File: src/rtl/l3_neuron_pkg.sv
// Shared encodings for the time-multiplexed neuron: activation modes, FSM states and the
// leaky-ReLU slope shift.
package l3_neuron_pkg;

  localparam logic [1:0] ACT_NONE  = 2'b00;
  localparam logic [1:0] ACT_RELU  = 2'b01;
  localparam logic [1:0] ACT_LEAKY = 2'b10;

  localparam int unsigned LEAKY_SHIFT = 3;

  typedef enum logic [1:0] {
    StAcc,
    StPost,
    StOut
  } state_e;

endpackage

File: src/rtl/neuron_act_sat.sv
// Post-processing for one neuron: drop fractional bits, apply the activation and clamp the
// result into the signed WIDTH-bit range.
module neuron_act_sat
  import l3_neuron_pkg::*;
#(
  parameter int unsigned WIDTH = 8,
  parameter int unsigned ACC_W = 20,
  parameter int unsigned FRAC  = 0
) (
  input  logic [ACC_W-1:0] acc,
  input  logic [1:0]       mode,
  output logic [WIDTH-1:0] y,
  output logic             sat
);

  localparam logic signed [ACC_W-1:0] MAXV = {{(ACC_W-WIDTH+1){1'b0}}, {(WIDTH-1){1'b1}}};
  localparam logic signed [ACC_W-1:0] MINV = {{(ACC_W-WIDTH+1){1'b1}}, {(WIDTH-1){1'b0}}};

  logic signed [ACC_W-1:0] t;
  logic signed [ACC_W-1:0] a;

  always_comb begin
    t = $signed(acc) >>> FRAC;
    a = t;
    case (mode)
      ACT_RELU:  if (t[ACC_W-1]) a = '0;
      ACT_LEAKY: if (t[ACC_W-1]) a = t >>> LEAKY_SHIFT;
      default:   a = t;
    endcase

    y   = a[WIDTH-1:0];
    sat = 1'b0;
    if (a > MAXV) begin
      y   = MAXV[WIDTH-1:0];
      sat = 1'b1;
    end else if (a < MINV) begin
      y   = MINV[WIDTH-1:0];
      sat = 1'b1;
    end
  end

endmodule

File: src/rtl/l3_neuron.sv
// Time-multiplexed neuron: accumulates N x*w products LANES per beat, adds the bias and emits
// one activated, saturated result per neuron under valid/ready handshakes.
module l3_neuron
  import l3_neuron_pkg::*;
#(
  parameter int unsigned N     = 8,
  parameter int unsigned LANES = 4,
  parameter int unsigned WIDTH = 8,
  parameter int unsigned FRAC  = 0
) (
  input  logic                   clk,
  input  logic                   rst_n,
  input  logic [1:0]             act_mode,
  input  logic                   in_valid,
  output logic                   in_ready,
  input  logic [LANES*WIDTH-1:0] x,
  input  logic [LANES*WIDTH-1:0] w,
  input  logic [WIDTH-1:0]       b,
  output logic                   out_valid,
  input  logic                   out_ready,
  output logic [WIDTH-1:0]       y,
  output logic                   sat
);

  localparam int unsigned BEATS = N / LANES;
  localparam int unsigned ACC_W = 2 * WIDTH + $clog2(N) + 1;
  localparam int unsigned CNT_W = (BEATS > 1) ? $clog2(BEATS) : 1;
  localparam logic [CNT_W-1:0] LAST_BEAT = CNT_W'(BEATS - 1);

  if (N % LANES != 0) begin : g_bad_n
    $error("l3_neuron: N must be a multiple of LANES");
  end
  if (FRAC >= WIDTH) begin : g_bad_frac
    $error("l3_neuron: FRAC must be smaller than WIDTH");
  end

  state_e                  state_q, state_d;
  logic [CNT_W-1:0]        cnt_q, cnt_d;
  logic signed [ACC_W-1:0] acc_q, acc_d;
  logic [1:0]              mode_q, mode_d;
  logic [WIDTH-1:0]        y_q, y_d;
  logic                    sat_q, sat_d;
  logic                    out_valid_q, out_valid_d;

  logic signed [2*WIDTH-1:0] prod [LANES];
  logic signed [ACC_W-1:0]   psum;
  logic signed [ACC_W-1:0]   bias_ext;
  logic [WIDTH-1:0]          y_post;
  logic                      sat_post;

  always_comb begin
    psum = '0;
    for (int k = 0; k < LANES; k++) begin
      prod[k] = $signed(x[k*WIDTH +: WIDTH]) * $signed(w[k*WIDTH +: WIDTH]);
      psum    = psum + {{(ACC_W-2*WIDTH){prod[k][2*WIDTH-1]}}, prod[k]};
    end
  end

  // Bias is aligned to the product scale (2*FRAC fractional bits) before accumulation.
  assign bias_ext = {{(ACC_W-WIDTH){b[WIDTH-1]}}, b} <<< FRAC;

  neuron_act_sat #(
    .WIDTH(WIDTH),
    .ACC_W(ACC_W),
    .FRAC (FRAC)
  ) u_act_sat (
    .acc (acc_q),
    .mode(mode_q),
    .y   (y_post),
    .sat (sat_post)
  );

  always_comb begin
    state_d     = state_q;
    cnt_d       = cnt_q;
    acc_d       = acc_q;
    mode_d      = mode_q;
    y_d         = y_q;
    sat_d       = sat_q;
    out_valid_d = out_valid_q;
    unique case (state_q)
      StAcc: begin
        if (in_valid) begin
          if (cnt_q == '0) begin
            acc_d  = bias_ext + psum;
            mode_d = act_mode;
          end else begin
            acc_d = acc_q + psum;
          end
          if (cnt_q == LAST_BEAT) begin
            cnt_d   = '0;
            state_d = StPost;
          end else begin
            cnt_d = cnt_q + 1'b1;
          end
        end
      end
      StPost: begin
        y_d         = y_post;
        sat_d       = sat_post;
        out_valid_d = 1'b1;
        state_d     = StOut;
      end
      StOut: begin
        if (out_ready) begin
          out_valid_d = 1'b0;
          state_d     = StAcc;
        end
      end
      default: state_d = StAcc;
    endcase
  end

  always_ff @(posedge clk or negedge rst_n) begin
    if (!rst_n) begin
      state_q     <= StAcc;
      cnt_q       <= '0;
      acc_q       <= '0;
      mode_q      <= ACT_NONE;
      y_q         <= '0;
      sat_q       <= 1'b0;
      out_valid_q <= 1'b0;
    end else begin
      state_q     <= state_d;
      cnt_q       <= cnt_d;
      acc_q       <= acc_d;
      mode_q      <= mode_d;
      y_q         <= y_d;
      sat_q       <= sat_d;
      out_valid_q <= out_valid_d;
    end
  end

  assign in_ready  = (state_q == StAcc);
  assign out_valid = out_valid_q;
  assign y         = y_q;
  assign sat       = sat_q;

endmodule
File: config.mk
export PLATFORM = sky130hd
export DESIGN_NAME = l3_neuron
export DESIGN_NICKNAME = d
export VERILOG_FILES = /design/src/rtl/l3_neuron_pkg.sv /design/src/rtl/neuron_act_sat.sv /design/src/rtl/l3_neuron.sv
export SDC_FILE = /design/constraint.sdc
export NUM_CORES = 1
export LEC_CHECK = 0
export CORE_ASPECT_RATIO = 0.75
export CORE_MARGIN = 2
export CORE_UTILIZATION = 30
export DETAILED_ROUTE_END_ITERATION = 6
export GPL_TIMING_DRIVEN = 1
export PLACE_DENSITY = 0.44
export SYNTH_ARGS = -nofsm -noshare
export SYNTH_HDL_FRONTEND = slang
export SYNTH_SLANG_ARGS = --single-unit
File: constraint.sdc
create_clock -name clk -period 3.7 [get_ports clk]
set_input_delay 0.74 -clock clk [delete_from_list [all_inputs] [get_ports clk]]
set_output_delay 0.74 -clock clk [all_outputs]
set_load 0.02 [all_outputs]
* After elaboration in Yosys (flattened, before gate mapping) *
Index checks and enable logic that the tools add are counted.

word-level totals
  register bits = 35
  input bits = 78
  output and inout bits = 11
  logic and storage cells = 48

operators by class
  add/sub/neg operators = 6
  multiply operators = 4
  order comparisons = 2
  equality and inequality tests = 7
  mux-type cells = 15
  bitwise logic cells = 1
  reductions and logical operators = 6

operators with widths
  kind                                                            number
  multiplier 8 x 8 -> 16 bit                                      4
  2-to-1 mux 20 bit                                               2
  one-hot mux 20 bit (2 select lines)                             1
  adder 20 x 19 -> 20 bit                                         1
  adder 8 x 19 -> 20 bit                                          1
  greater-than comparator 20 x 8 -> 1 bit, second input constant  1
  less-than comparator 20 x 8 -> 1 bit, second input constant     1
  adder 18 x 16 -> 19 bit                                         1
  2-to-1 mux 19 bit                                               1
  adder 17 x 16 -> 18 bit                                         1
  adder 16 x 16 -> 17 bit                                         1
  2-to-1 mux 8 bit                                                2
  2-to-1 mux 2 bit                                                3
  one-hot mux 2 bit (3 select lines)                              1
  AND reduction 3 bit                                             2
  == test 2 x 1 -> 1 bit, second input constant                   2
  == test 2 bit, second input constant                            2
  2-to-1 mux 1 bit                                                4
  != test 2 bit, second input constant                            2
  AND reduction 2 bit                                             2
  zero test 2 bit                                                 1
  != test 2 x 1 -> 1 bit, second input constant                   1
  one-hot mux 1 bit (2 select lines)                              1
  nonzero test 2 bit                                              1
  other kinds (2)                                                 2

* Logic depth before layout (Yosys ltp) *
  word-level depth = 6
  gate-level depth with buffers = 36
  gate-level depth less buffers = 36

* Modules after synthesis *
A second synthesis with hierarchy kept.

second synthesis, totals
  cells, all modules = 1,468
  area, all modules = 13,894.6 um^2

modules (own cells, without submodules)
  module          times used  cells an instance  area each (um^2)  sequential area each (um^2)
  l3_neuron       1           1,408              13,451.7          875.8
  neuron_act_sat  1           60                 442.9             0.0

* Least setup slack after synthesis *
Ideal clock, no wire load.

  kind = input port to flip-flop
  start point = input x[15]
  end point = register acc_q[19]
  setup time = 0.065 ns
  arrival = 8.295 ns
  data required time = 3.635 ns
  setup slack = -4.660 ns
  cell stages on the path = 28
  buffers on the path = 0
  cell sequence = and2_1 -> inv_1 -> fa_1 -> fa_1 -> inv_1 -> fa_1 -> fa_1 -> fa_1 -> fa_1 -> fa_1 -> inv_1 -> fa_1 -> inv_1 -> ha_1 -> o21ai_0 -> nand2_1 -> a2111oi_4 -> nor3_2 -> or3_2 -> a21oi_1 -> xnor2_1 -> ha_1 -> or3_1 -> a211oi_1 -> o31ai_1 -> xnor2_2 -> mux2i_1 -> o21a_1

between the ends
  longest elaborated chain between the ends = 6
  elaborated cells between the ends (all ways) = 7
  those cells by class = add/sub: 5; mul: 1; mux: 1

ends and longest elaborated chain
  item                                                               RTL line                          source
  from (decl)                                                        l3_neuron.sv:16                   input logic [LANES*WIDTH-1:0] x,
  multiplier 8 x 8 -> 16 bit (*)                                     l3_neuron.sv:54                   prod[k] = $signed(x[k*WIDTH +: WIDTH]) * $signed(w[k*WIDTH +: WIDTH]);
  adder 16 x 16 -> 17 bit (*)                                        l3_neuron.sv:55                   psum = psum + {{(ACC_W-2*WIDTH){prod[k][2*WIDTH-1]}}, prod[k]};
  adder 17 x 16 -> 18 bit (*)                                        l3_neuron.sv:55
  adder 18 x 16 -> 19 bit (*)                                        l3_neuron.sv:55
  adder 20 x 19 -> 20 bit or adder 8 x 19 -> 20 bit (tied branches)  l3_neuron.sv:88, l3_neuron.sv:85
  2-to-1 mux 20 bit (*)                                              l3_neuron.sv:84                   if (cnt_q == '0) begin
  to (signal assigned)                                               l3_neuron.sv:118                  acc_q <= '0;
  to (signal assigned)                                               l3_neuron.sv:126                  acc_q <= acc_d;
  to (decl)                                                          l3_neuron.sv:39                   logic signed [ACC_W-1:0] acc_q, acc_d;

Mark *: on every way between the ends. The rest lies on a longest branch, timed or not.
A chain may end at the register's enable or synchronous reset.

* Final worst setup path *
  start point = input x[19]
  end point = register acc_q[19]

between the ends
  longest elaborated chain between the ends = 5
  elaborated cells between the ends (all ways) = 6
  those cells by class = add/sub: 4; mul: 1; mux: 1

ends and longest elaborated chain
  item                                                               RTL line
  multiplier 8 x 8 -> 16 bit (*)                                     l3_neuron.sv:54
  adder 17 x 16 -> 18 bit (*)                                        l3_neuron.sv:55
  adder 18 x 16 -> 19 bit (*)                                        l3_neuron.sv:55
  adder 20 x 19 -> 20 bit or adder 8 x 19 -> 20 bit (tied branches)  l3_neuron.sv:88, l3_neuron.sv:85
  2-to-1 mux 20 bit (*)                                              l3_neuron.sv:84

Marked as above.

==> results by group <==
Route
  • DRT Wirelength: 35900 um
  • Drt pass-1 iters: 4
  • DRT iter0 DRCs: 350
  • Met2 wire len: 15200 um
  • Wire per inst: 15.1 um
  • Routed Antenna Nets: 0
  • Via count: 10396
  • Metal-1 WL: 19700 um
  • DRC errors left: 0
  • Top sig layer: met4
  • WL met3: 921 um
  • Avg Vias per Cell: 4.36

Synth
  • Synth Area in Compound Gates: 5.61%
  • Mapped cell area: 13800 um2
  • Post-Synth XOR/XNOR Area: 2.20%
  • Yosys warning total: 0
  • Post-Syn Instances: 1453
  • Multiplexer area fraction after synthesis: 1.31%
  • Register area share after synthesis: 6.36%
  • Prevailing post-synth register cell: dfrtp_1
  • Syn Area/Cell: 9.48 um2
  • Post-synthesis register bit count: 35
  • Synth top area share: 47.5%
  • EDFF count, synth: 0
  • Simple-Gate Fraction of Synth Area: 14.9%
  • Top cells by area, synth: fa_1 (48%), ha_1 (11%), inv_1 (11%)
  • Post-synth ARST share: 100%
  • Dominant cell type by area after synthesis: fa_1
  • Adder-Cell Fraction of Synth Area: 58.4%
  • Number of library cell types mapped by synthesis: 57
  • Syn_nets: 1978
  • Combinational family with the most area after synthesis: adder cells

Critical path
  • R2r startpoint: cnt_q
  • Crit start category: input port
  • Cell at the slowest stage of the critical path: fa_1
  • WS Path Type: input port to flop
  • Most common cell type on the critical path: fa_1
  • CP arrival: 8.36 ns
  • R2R depth: 13
  • Setup crit end kind: flop
  • FF-to-FF End: acc_q[16]
  • Crit Path Max Fanout: 3
  • R2r setup slk: 0.47 ns
  • Max stage delay on crit path: 0.59 ns
  • CP required: 3.87 ns

Timing
  • Final hold violation count: 0
  • Clk_skew: 0.00361 ns
  • RSZ-0062 raised after global routing: yes
  • Final worst setup slack: -4.49 ns
  • Max-slew violations: 0
  • Highest clock rate: 122 MHz
  • Crit share post-route: 221%
  • Slew HR: 34.9%
  • Tightest Pin Transition: 0.974 ns
  • Final worst path period need: 8.19 ns
  • Final setup viols: 18

Global routing
  • Largest net degree at the start of global routing: 36
  • GR Overflow Total: 0
  • Overall Global Routing Usage: 15.9%
  • Vias in the first global route: 10966
  • Initial antenna violation count: 0
  • First-pass GRT wire length: 59900 um

CTS
  • Clk buf depth: 2
  • CTS tree: built
  • Clock Sinks: 35
  • Clock latency on the worst-skew pair: 0.28 ns
  • Clock slew at reported path FFs: 0.06 ns
  • Clock root buffer: clkbuf_16
  • CTS Hold Bufs: 0
  • H-tree depth: 2
  • CTS buffer count: 5

Finish
  • Synth-to-layout area growth: 35.2%
  • Final Cell Area: 18600 um2
  • Diode count: 0
  • Commonest cells after routing, fill and taps aside: inv_1 (351), fa_1 (309), buf_4 (208), nand2_1 (144), and2_1 (103)
  • Final nets: 2320
  • Storage element area: 876 um2
  • Multi-input logic area: 12500 um2
  • Proportion of layout cells with a drive suffix above 1: 31.1%
  • Most common cell after layout, fill and taps aside: inv_1
  • Layout fillers: 4535

Floorplanning
  • Starting Density: 30.6%
  • Die ar.: 47700 um2
  • Die Wd: 251 um
  • Height of the die: 190 um
  • # rows: 67
  • IO Pins: 89
  • Core area: 45000 um2

Placement
  • Port bufs: 88
  • Dpl cell area: 17300 um2
  • Hpwl dp: 32400 um
  • Gpl congestion: 0.812

Min path
  • Min-Delay Path Depth: 2
  • Hold EP: y[7]
  • Hold Crit Start: y[7]
  • Hold crit path type: flop to flop

Flow run
  • Max-cap violation count: 0

Status
  • Status: complete, but fails checks
  • Violated checks: setup timing
## timing repair
item                                    CTS  global route
pin swaps                               175            84
gates cloned                              1             0
gates resized for setup                 413           108
buffers inserted                         52             7
endpoints found under the setup margin   19            18
## sequential cells by signal (all words and copies together), names as in the netlist
| register | cells |
|---|---|
| acc_q | 20 |
| cnt_q | 1 |
| mode_q | 2 |
| out_valid | 1 |
| sat | 1 |
| state_q | 2 |
| y | 8 |
## layer usage
metal,up-vias,global-route usage (%)
met3,4,0.780
met4,0,0.343
met2,110,22.9
met1,5263,27.0
li1,5019,-
met5,-,0
## worst max-delay path: cells and delay by family
family / cells / cell delay (ns)
and+or+nand+nor: 5 / 0.88
AOI/OAI and AO/OA: 6 / 1.28
adders and majority gates: 10 / 4.47
xor gates and xnor gates: 1 / 0.16
buffers and inverters: 9 / 0.82
## cell usage after synthesis, drive strengths merged, types with 6 or more instances
cell type	count
a211oi	10
a21o	7
a21oi	19
and2	138
clkbuf	12
dfrtp	35
fa	327
ha	120
inv	390
mux2	8
mux2i	9
nand2	161
nand2b	19
nand3	8
nor2	35
nor2b	13
nor3	9
o211ai	8
o21ai	40
o31ai	6
xnor2	18
xor2	8
## how the worst max path moves through the flow
stage,to,cells after the start,slack [ns],from
6_report,acc_q[19],31,-4.49,x[19]
5_1_grt,acc_q[19],29,-4.79,w[4]
4_1_cts,acc_q[19],30,-4.52,x[31]
3_5_place_dp,acc_q[19],28,-5.29,x[21]
3_3_place_gp,acc_q[19],30,-5.28,x[4]
2_1_floorplan,acc_q[19],29,-4.17,x[25]
## logic make-up after synthesis
family | after synthesis
adder cells (fa/ha/maj) | 447
multiplexers | 17
AND/OR/NAND/NOR | 407
AO/OA/AOI/OAI | 115
flip-flops | 35
XOR/XNOR | 29
buffers and inverters | 403
## per-stage QoR
| stage | instances | utilization (%) | worst slack, ns | hold WS, ns | setup TNS [ns] |
|---|---|---|---|---|---|
| floorplan | 1453 | - | -4.17 | 0.444 | -54.53 |
| global placement | 2322 | 38.4 | -5.28 | 0.468 | -77.03 |
| detailed placement | 2322 | 38.4 | -5.29 | 0.471 | -77.25 |
| CTS | 2380 | 40.7 | -4.52 | 0.484 | -63.54 |
| global route | 2382 | 41.4 | -4.79 | 0.515 | -66.61 |
| finish | 2382 | 41.4 | -4.49 | 0.477 | -62.26 |
## layout make-up
cell class	instances	area share, %
Clock buffer	7	0.712
Clock inverter	1	0.0269
Inverter	390	7.87
Multi-Input combinational cell	1015	67.1
Sequential cell	35	4.70
Tap cell	586	3.94
Timing Repair Buffer	348	15.6
Power is left out: the tool's default activity adds up to more than one toggle a clock period on the data nets, which glitch-free logic cannot reach.
